`src/rtl/cavlc_level_ctrl_pkg.sv`:
```
// State codes shared between the CAVLC level sequencer and the level-decoding datapath,
// plus the prefix bit-count helper.
package cavlc_level_ctrl_pkg;

  typedef enum logic [3:0] {
    ST_IDLE          = 4'd0,
    ST_TRAILING_SIGN = 4'd1,
    ST_LEVEL_PREFIX  = 4'd2,
    ST_LEVEL_SUFFIX  = 4'd3,
    ST_LEVEL_DONE    = 4'd4
  } cavlc_state_e;

  // A prefix of N leading zeros is followed by its terminating one; prefix 15 consumes 16 bits.
  function automatic logic [4:0] prefix_bits(input logic [3:0] leading_zeros);
    return {1'b0, leading_zeros} + 5'd1;
  endfunction

endpackage

```
`src/rtl/cavlc_level_ctrl.sv`:
```
// CAVLC level-decoding sequencer: walks the datapath through trailing-ones signs and
// prefix/suffix pairs, tracks the level index and reports bits consumed per cycle.
module cavlc_level_ctrl
  import cavlc_level_ctrl_pkg::*;
(
  input  logic       clk,
  input  logic       reset_n,
  input  logic       start,
  input  logic       abort,
  input  logic [4:0] TotalCoeff,
  input  logic [1:0] TrailingOnes,
  input  logic [3:0] heading_one_pos,
  input  logic [3:0] levelSuffixSize,
  input  logic       bs_valid,
  output logic [3:0] cavlc_decoder_state,
  output logic [3:0] i_level,
  output logic       suffix_length_initialized,
  output logic [4:0] bits_consumed,
  output logic       busy,
  output logic       done
);

  cavlc_state_e state_q, state_nxt;
  logic [3:0]   i_level_q, i_level_nxt;
  logic         flag_q, flag_nxt;
  logic         busy_q, busy_nxt;
  logic         done_q, done_nxt;
  logic         last_level;

  assign last_level = ({1'b0, i_level_q} == (TotalCoeff - 5'd1));

  always_comb begin
    state_nxt     = state_q;
    i_level_nxt   = i_level_q;
    flag_nxt      = flag_q;
    bits_consumed = 5'd0;
    if (abort) begin
      state_nxt   = ST_IDLE;
      i_level_nxt = 4'd0;
      flag_nxt    = 1'b0;
    end else begin
      case (state_q)
        ST_IDLE: begin
          if (start) begin
            i_level_nxt = 4'd0;
            flag_nxt    = 1'b0;
            if (TotalCoeff == 5'd0)
              state_nxt = ST_LEVEL_DONE;
            else if (TrailingOnes != 2'd0)
              state_nxt = ST_TRAILING_SIGN;
            else
              state_nxt = ST_LEVEL_PREFIX;
          end
        end
        ST_TRAILING_SIGN: begin
          if (bs_valid) begin
            bits_consumed = {3'b000, TrailingOnes};
            i_level_nxt   = {2'b00, TrailingOnes};
            state_nxt     = (TotalCoeff == {3'b000, TrailingOnes}) ? ST_LEVEL_DONE
                                                                   : ST_LEVEL_PREFIX;
          end
        end
        ST_LEVEL_PREFIX: begin
          // The datapath reads the flag while in this state, so it only rises on exit.
          if (bs_valid) begin
            bits_consumed = prefix_bits(heading_one_pos);
            flag_nxt      = 1'b1;
            state_nxt     = ST_LEVEL_SUFFIX;
          end
        end
        ST_LEVEL_SUFFIX: begin
          if (bs_valid) begin
            bits_consumed = {1'b0, levelSuffixSize};
            if (last_level) begin
              state_nxt = ST_LEVEL_DONE;
            end else begin
              i_level_nxt = i_level_q + 4'd1;
              state_nxt   = ST_LEVEL_PREFIX;
            end
          end
        end
        ST_LEVEL_DONE: state_nxt = ST_IDLE;
        default:       state_nxt = ST_IDLE;
      endcase
    end
  end

  // An empty block (straight from Idle to Done) never reports busy.
  assign busy_nxt = (state_nxt != ST_IDLE) &&
                    !((state_nxt == ST_LEVEL_DONE) && (state_q == ST_IDLE));
  assign done_nxt = (state_nxt == ST_LEVEL_DONE);

  always_ff @(posedge clk or negedge reset_n) begin
    if (!reset_n) begin
      state_q   <= ST_IDLE;
      i_level_q <= 4'd0;
      flag_q    <= 1'b0;
      busy_q    <= 1'b0;
      done_q    <= 1'b0;
    end else begin
      state_q   <= state_nxt;
      i_level_q <= i_level_nxt;
      flag_q    <= flag_nxt;
      busy_q    <= busy_nxt;
      done_q    <= done_nxt;
    end
  end

  assign cavlc_decoder_state       = state_q;
  assign i_level                   = i_level_q;
  assign suffix_length_initialized = flag_q;
  assign busy                      = busy_q;
  assign done                      = done_q;

endmodule

```
`config.mk`:
```
export PLATFORM = sky130hd
export DESIGN_NAME = cavlc_level_ctrl
export DESIGN_NICKNAME = d
export VERILOG_FILES = /design/src/rtl/cavlc_level_ctrl_pkg.sv /design/src/rtl/cavlc_level_ctrl.sv
export SDC_FILE = /design/constraint.sdc
export NUM_CORES = 1
export LEC_CHECK = 0
export ABC_AREA = 1
export ABC_CLOCK_PERIOD_IN_PS = 3300
export CORE_MARGIN = 5
export CORE_UTILIZATION = 31
export DETAILED_ROUTE_END_ITERATION = 6
export PLACE_DENSITY = 0.62
export SLEW_MARGIN = 10
export SYNTH_ARGS = -nofsm -noshare
export SYNTH_HDL_FRONTEND = slang
export SYNTH_SLANG_ARGS = --single-unit
```
`constraint.sdc`:
```
create_clock -name clk -period 3.3 [get_ports clk]
set_clock_uncertainty 0.2 [all_clocks]
set_input_delay 0.495 -clock clk [delete_from_list [all_inputs] [get_ports clk]]
set_output_delay 0.495 -clock clk [all_outputs]
set_load 0.01 [all_outputs]
```
-- After elaboration in Yosys (flattened, before gate mapping)
Index checks and enable logic that the tools add are counted.
- output and inout bits: 16
- flip-flop bits (word level): 11
- logic and storage cells: 55
- bits of input ports: 20
- mux-type cells: 25
- eq/ne operators: 11
- reduce and logical (&&, ||, !) cells: 11
- add/sub/neg operators: 3
- operators by type and width (cell ; number):
    2-to-1 mux 4 bit ; 11
    one-hot mux 4 bit (4 select lines) ; 1
    inequality test 3 bit, second input constant ; 5
    one-hot mux 5 bit (3 select lines) ; 1
    one-hot mux 4 bit (3 select lines) ; 1
    2-to-1 mux 5 bit ; 2
    2-to-1 mux 3 bit ; 3
    equality test 4 x 2 -> 1 bit, second input constant ; 2
    nonzero test 4 bit ; 2
    adder 4 x 1 -> 5 bit, second input constant ; 1
    equality test 4 x 5 -> 1 bit ; 1
    equality test 5 x 2 -> 1 bit ; 1
    logical NOT 5 bit ; 1
    AND reduction 5 bit ; 1
    subtractor 5 x 1 -> 5 bit, second input constant ; 1
    adder 4 x 1 -> 4 bit, second input constant ; 1
    equality test 4 x 1 -> 1 bit, second input constant ; 1
    equality test 4 x 3 -> 1 bit, second input constant ; 1
    logical NOT 4 bit ; 1
    2-to-1 mux 2 bit ; 2
    2-to-1 mux 1 bit ; 3
    AND reduction 3 bit ; 1
    nonzero test 3 bit ; 1
    logical AND 1 bit ; 2
    3 further kinds ; 3

-- Logic depth before layout (Yosys ltp)
Gate-level depths: netlist (run 1).
- depth in word-level cells: 10
- gate-level depth with buffers: 12
- gate-level depth less buffers: 12

-- Worst setup path after synthesis (run 1)
OpenSTA, ideal clock, no wires.
- kind: reg-to-output
- from: register state_q[2], in the netlist cavlc_decoder_state[2]
- to: output bits_consumed[2]
- setup slack: 1.354 ns
- required time: 2.605 ns
- data arrival time: 1.251 ns
- stages on the path, launching flop included: 8
- buffers on the path: 0
- cells stage by stage: dfrtp_1 nor2_4 nand3_1 nor2_2 inv_2 a21oi_2 o21ai_1 a21oi_2
- word-level cells in the longest chain between the ends: 3
- elaborated cells on any way between the ends: 5
- classes of those cells: 3 x eq/ne; 2 x mux
- ends and longest elaborated chain (item ; RTL line ; source):
    start, declared ; cavlc_level_ctrl.sv:23 ; cavlc_state_e state_q, state_nxt;
    start signal, assigned ; cavlc_level_ctrl.sv:101 ; state_q <= state_nxt;
    equality test 4 x 2 -> 1 bit or equality test 4 x 1 -> 1 bit (tied branches) ; cavlc_level_ctrl.sv:42 ; case (state_q)
    one-hot mux 5 bit (3 select lines) * ; cavlc_level_ctrl.sv:42 ;
    2-to-1 mux 5 bit * ; cavlc_level_ctrl.sv:37 ; if (abort) begin
    end, declared ; cavlc_level_ctrl.sv:18 ; output logic [4:0] bits_consumed,
Every way passes the cells marked *; elsewhere a longest branch is shown, timed or not.

-- Worst setup path after layout (run 1)
- from: input bs_valid
- to: output bits_consumed[2]
- word-level cells in the longest chain between the ends: 3
- elaborated cells on any way between the ends: 4
- classes of those cells: 4 x mux
- ends and longest elaborated chain (item ; RTL line ; source):
    start, declared ; cavlc_level_ctrl.sv:14 ; input logic bs_valid,
    2-to-1 mux 4 bit or 2-to-1 mux 5 bit (tied branches) ; cavlc_level_ctrl.sv:72, cavlc_level_ctrl.sv:65 ;
    one-hot mux 5 bit (3 select lines) * ; cavlc_level_ctrl.sv:42 ;
    2-to-1 mux 5 bit * ; cavlc_level_ctrl.sv:37 ;
Marked as above.

==> flow_summary.toml, run 1 <==
[status]
status = "complete, no violations"

[critical_path]
worstSetupEndpointType = "primary output"
max_stage_delay_ns = 0.55
path_cells = "clkdlybuf4s50_1 -> inv_2 -> nor2_2 -> inv_2 -> a21oi_2 -> o21ai_1 -> a21oi_2 -> clkdlybuf4s50_1"
required_ns = 2.60
cp-start-kind = "input port"
crit_type = "in2out"
cp_max_fo = 6
crit_slowest_cell = "clkdlybuf4s50_1"
worstPathArrival_ns = 2.28

[die]
dieArea_sq_mm = 0.00467
rows = 21
die_w_um = 68.3
coreArea_sq_mm = 0.00331
io_pins = 36
die_y_um = 68.3
start_util = 0.319

[routing]
wl_um = 2780
first_pass_iters = 4
drc_errors = 0
ant_nets = 0
num_vias = 1097
wl_per_cell_um = 11.6
dr.first_iter.drc_count = 18
via_per_inst = 4.59

[clock_tree]
cts_buffer_depth = 2
clk_latency_ns = 0.27
cts-root-buf = "clkbuf_4"
htree_levels = 1
cts_tree = "built"
holdBufCountCts = 0
post_cts_buffers = 0
cts_buffers = 3
cts_sinks = 11
post_cts_resize_count = 0
path_clk_slew_ns = 0.08

[synthesis]
syn_inst = 153
synth_area_leader_cell = "dfrtp_1"
ys_types = 35
netlist_top_cells_area = "dfrtp_1, nand2_1, nand3_1, inv_1, nor2_1"
synth_nets = 176
ys_ff_latch = 11
ys_seq_area_frac = 0.261
synth_warnings = 0
avgSynthCellArea_sq_um = 6.89
yosysTopAreaCellShare = 0.261
syn-cell-area_sq_mm = 0.00105

[layout]
fin_cells = 239
syn2layout_area_growth_pct = 41.9
drive_gt1_frac = 0.197
insertedDiodeCount = 0
num-nets-final = 217

[placed_design]
portBuffers = 35
dp.cells = 235
gp_congestion = 0.869
dp_hpwl_um = 2310

[min_path]
holdCritPathClass = "reg2reg"

[sta]
slew_headroom = 0.644
hold_violations = 0
worst_pin_slew_ns = 0.533
finalCritPeriodShare = 0.901
slew_violations = 0
min_period_ns = 2.97
setup_viol = 0
max_clock_freq_mhz = 336
rsz0062_at_grt = "false"
fin_tns_setup_ns = 0

[power]
p_leak_nw = 0.701
max-vdd-ir-drop_mv = 0.0846
p_per_area_mw_per_mm2 = 223

[global_route]
globalRouteMet3Util = 0.0263
grt_util_met1 = 0.171
grt_pass1_vias = 1054
top_usage_layer = "met2"
gr-usage-met2 = 0.208
grt_pass1_wl_um = 4600
grt_remaining_overflow = 0
grt_use_total = 0.129
antenna_found_initial = 0
grt_max_degree = 12

[run]
drv_cap = 0
-- worst paths after layout --
kind / start / endpoint / slack (ns) / cells past startpoint
max in group asynchronous: reset_n / busy$_DFF_PN0_ / 2.17 / 1
worst max register to register: cavlc_decoder_state[2]$_DFF_PN0_ / busy$_DFF_PN0_ / 1.66 / 7
worst min register to register: suffix_length_initialized$_DFFE_PN0P_ / suffix_length_initialized$_DFFE_PN0P_ / 0.35 / 2
worst min-delay path: suffix_length_initialized$_DFFE_PN0P_ / suffix_length_initialized$_DFFE_PN0P_ / 0.35 / 2
worst max-delay path: bs_valid / bits_consumed[2] / 0.33 / 8
min in group asynchronous: reset_n / suffix_length_initialized$_DFFE_PN0P_ / 0.37 / 1
-- report_power, final --
part / internal (mW) / switching (mW) / leakage, nW / total, mW
sequential: 0.138 / 0.00341 / 0.150 / 0.141
combinational: 0.0474 / 0.0515 / 0.536 / 0.0990
clock: 0.0467 / 0.0472 / 0.0150 / 0.0940
total: 0.232 / 0.102 / 0.701 / 0.334
-- sequential cells by signal (all words and copies together), names as in the netlist --
name / flops
busy: 1
suffix_length_initialized: 1
cavlc_decoder_state: 4
done: 1
i_level: 4
-- placed cells by master (no fill, tap or decap), drive strengths merged, types with 2 or more instances in the layout --
cell type,Yosys,final
a21boi,2,2
a21oi,4,4
clkbuf,0,4
clkdlybuf4s50,0,35
dfrtp,11,11
ha,3,3
inv,24,24
nand2,50,50
nand3,15,15
nand4,2,2
nor2,19,19
o211ai,2,2
o21ai,7,7
-- worst max-delay path, delay by kind of cell --
family	cells	cell delay, ns
simple gates	1	0.19
compound gates	3	0.31
buf+inv	4	1.28
-- kinds of logic (layout without fill, tap and decap cells) --
kind of cell | after synthesis | after routing | synth area share
AND/OR/NAND/NOR | 90 | 90 | 0.423
buffers and inverters | 26 | 66 | 0.112
AO/OA/AOI/OAI | 21 | 21 | 0.157
flip-flops | 11 | 11 | 0.261
adder cells (fa/ha/maj) | 3 | 3 | 0.0356
other | 1 | 1 | 0.00356
XOR/XNOR | 1 | 1 | 0.00831
-- synth_stat cells --
library cell and instances:
nor2_1 14, nand4_1 2, a21oi_2 2, ha_1 3, o31ai_4 1, nor2_4 3, a21oi_1 2, inv_1 16
o21ai_1 3, nand2_1 42, dfrtp_1 11, a21boi_1 2, inv_2 7, nor2_2 2, o21ai_2 3, nand2_4 1
nand3b_4 1, inv_6 1, conb_1 1, nand2_2 7, clkinv_2 1, nand3_1 13, o21ai_0 1, bufinv_8 1
a32oi_1 1, nor4_1 1, o211ai_1 2, o22ai_1 1, or2_2 1, a31o_2 1, nand3_2 2, nor3_1 1
xnor2_1 1, a211oi_1 1, o221ai_1 1
-- area by class of cell --
class	count	area [sq um]
repair buffers	36	358
flip-flops and latches	11	275
well taps	46	57.6
inverters	26	118
fillers	384	1810
clock buffers	4	26.3
multi-input cells	116	662
-- per-layer routing --
layer | up-vias | routed length (um)
met5 | - | 0
met1 | 487 | 1290
met3 | 4 | 200
met2 | 32 | 1250
li1 | 574 | -
met4 | 0 | 40
-- through the flow --
step	power (mW)	instance area (sq um)	setup WS, ns	hold slack (ns)	utilization
6_report	0.334	1500	0.327	0.351	0.452
5_1_grt	0.356	1500	0.206	0.399	0.452
4_1_cts	0.338	1500	0.322	0.356	0.452
3_5_place_dp	0.243	1470	0.340	0.337	0.444
3_3_place_gp	0.243	1470	0.386	0.373	0.444
2_1_floorplan	0.194	1050	1.35	-0.000591	-
Power figures use the tool's default switching activity.
==> run 2: changes to the inputs <==
- CORE_UTILIZATION: 31 -> 40
- PLACE_DENSITY: 0.62 -> 0.76
==> run 2 against run 1 <==
Fmax is 0.44% lower. Worst hold slack worse by 0.0077 ns. Wire length is 2.9% higher. Register-to-register slack worse by 0.03 ns. Combinational power is 0.4% lower. Sequential power hardly changed. Global-route usage is 4.2 points higher. Critical path depth stayed put. Highest routed layer unchanged.
==> flow_summary.toml, run 2 (synthesis results as in run 1) <==
[global_route]
grt_use_total = 0.172
antenna_found_initial = 0
grt_remaining_overflow = 0
grt_pass1_wl_um = 4930
grt_max_degree = 12
grt_pass1_vias = 1085

[clock_tree]
cts_buffer_depth = 2
post_cts_resize_count = 0
clk_latency_ns = 0.27
cts_tree = "built"
cts_buffers = 3
post_cts_buffers = 0
htree_levels = 1
holdBufCountCts = 0
cts-root-buf = "clkbuf_4"
path_clk_slew_ns = 0.07
cts_sinks = 11

[die]
dieArea_sq_mm = 0.00376
die_y_um = 61.4
start_util = 0.422
io_pins = 36
die_w_um = 61.4
rows = 18
coreArea_sq_mm = 0.00250

[layout]
syn2layout_area_growth_pct = 39.3
postLayoutCoreUtil = 0.588
fillers = 233
layout_common_cells = "nand2_1, clkdlybuf4s50_1, inv_1"
drive_gt1_frac = 0.193
num-nets-final = 216
insertedDiodeCount = 0
layout_commonest_cell = "nand2_1"

[critical_path]
cp-start-kind = "input port"
crit_type = "in2out"
worstPathArrival_ns = 2.29
cp_max_fo = 6
worstSetupEndpointType = "primary output"
required_ns = 2.60

[sta]
rsz0062_at_grt = "false"
hold_violations = 0
slew_violations = 0
fin_tns_setup_ns = 0
max_clock_freq_mhz = 335
finalCritPeriodShare = 0.905
min_period_ns = 2.99
setup_viol = 0

[routing]
drc_errors = 0
first_pass_iters = 4
num_vias = 1135
ant_nets = 0
via_per_inst = 5.11
wl_um = 2870
wl_per_cell_um = 12.9
dr.first_iter.drc_count = 80

[run]
drv_cap = 0

[min_path]
holdCritPathClass = "in2async"

[placed_design]
dp_hpwl_um = 2400
portBuffers = 35
gp_congestion = 0.909

[power]
p_per_area_mw_per_mm2 = 225
p_leak_nw = 0.696
max-vdd-ir-drop_mv = 0.233

[status]
status = "complete, no violations"
## run 2: changes by cell type in the layout (fill, tap and decap cells not counted)
cell and delta:
buf_4 -1
## run 2: worst paths after layout
path / start / to / slack (ns) / cells after the start
setup reg to reg: cavlc_decoder_state[2]$_DFF_PN0_ / busy$_DFF_PN0_ / 1.63 / 7
max in group asynchronous: reset_n / done$_DFF_PN0_ / 2.23 / 1
hold reg to reg: suffix_length_initialized$_DFFE_PN0P_ / suffix_length_initialized$_DFFE_PN0P_ / 0.37 / 2
setup / recovery: bs_valid / bits_consumed[0] / 0.31 / 8
min in group clk: suffix_length_initialized$_DFFE_PN0P_ / suffix_length_initialized$_DFFE_PN0P_ / 0.37 / 2
hold / removal: reset_n / cavlc_decoder_state[3]$_DFF_PN0_ / 0.34 / 1
## run 2: layout make-up
type	instances	area, sq um	area share
flip-flops and latches	11	275	0.187
well taps	30	37.5	0.0256
clock buffers	4	26.3	0.0179
multi-input cells	116	662	0.451
inverters	26	118	0.0801
repair buffers	35	350	0.239
## run 2: stage by stage
stage	hold WS (ns)	setup slack [ns]	power [mW]	instance area, sq um	cells
finish	0.344	0.314	0.331	1470	222
global placement	0.381	0.413	0.240	1440	218
global route	0.398	0.220	0.350	1470	222
CTS	0.354	0.342	0.334	1470	222
detailed placement	0.363	0.349	0.242	1440	218
floorplan	-0.000591	1.35	0.194	1050	153
## run 2: metal layers
metal | global-route usage | wire length [um] | vias to the layer above
li1 | - | - | 575
met1 | 0.240 | 1290 | 525
met2 | 0.281 | 1410 | 33
met3 | 0.0147 | 140 | 2
met4 | 0.0545 | 28 | 0
met5 | 0 | 0 | -
## run 2: critical path, stage by stage
cell and delay (ns):
clkdlybuf4s50_1 0.54, inv_2 0.10, nor2_2 0.22, inv_2 0.09
o221ai_1 0.20, nand2_1 0.07, inv_1 0.05, clkdlybuf4s50_1 0.52
## run 2: power breakdown
group / internal, mW / switching, mW / total, mW
Combinational: 0.0467 / 0.0519 / 0.0986
Clock: 0.0468 / 0.0442 / 0.0910
Sequential: 0.138 / 0.00347 / 0.141
Total: 0.232 / 0.0995 / 0.331
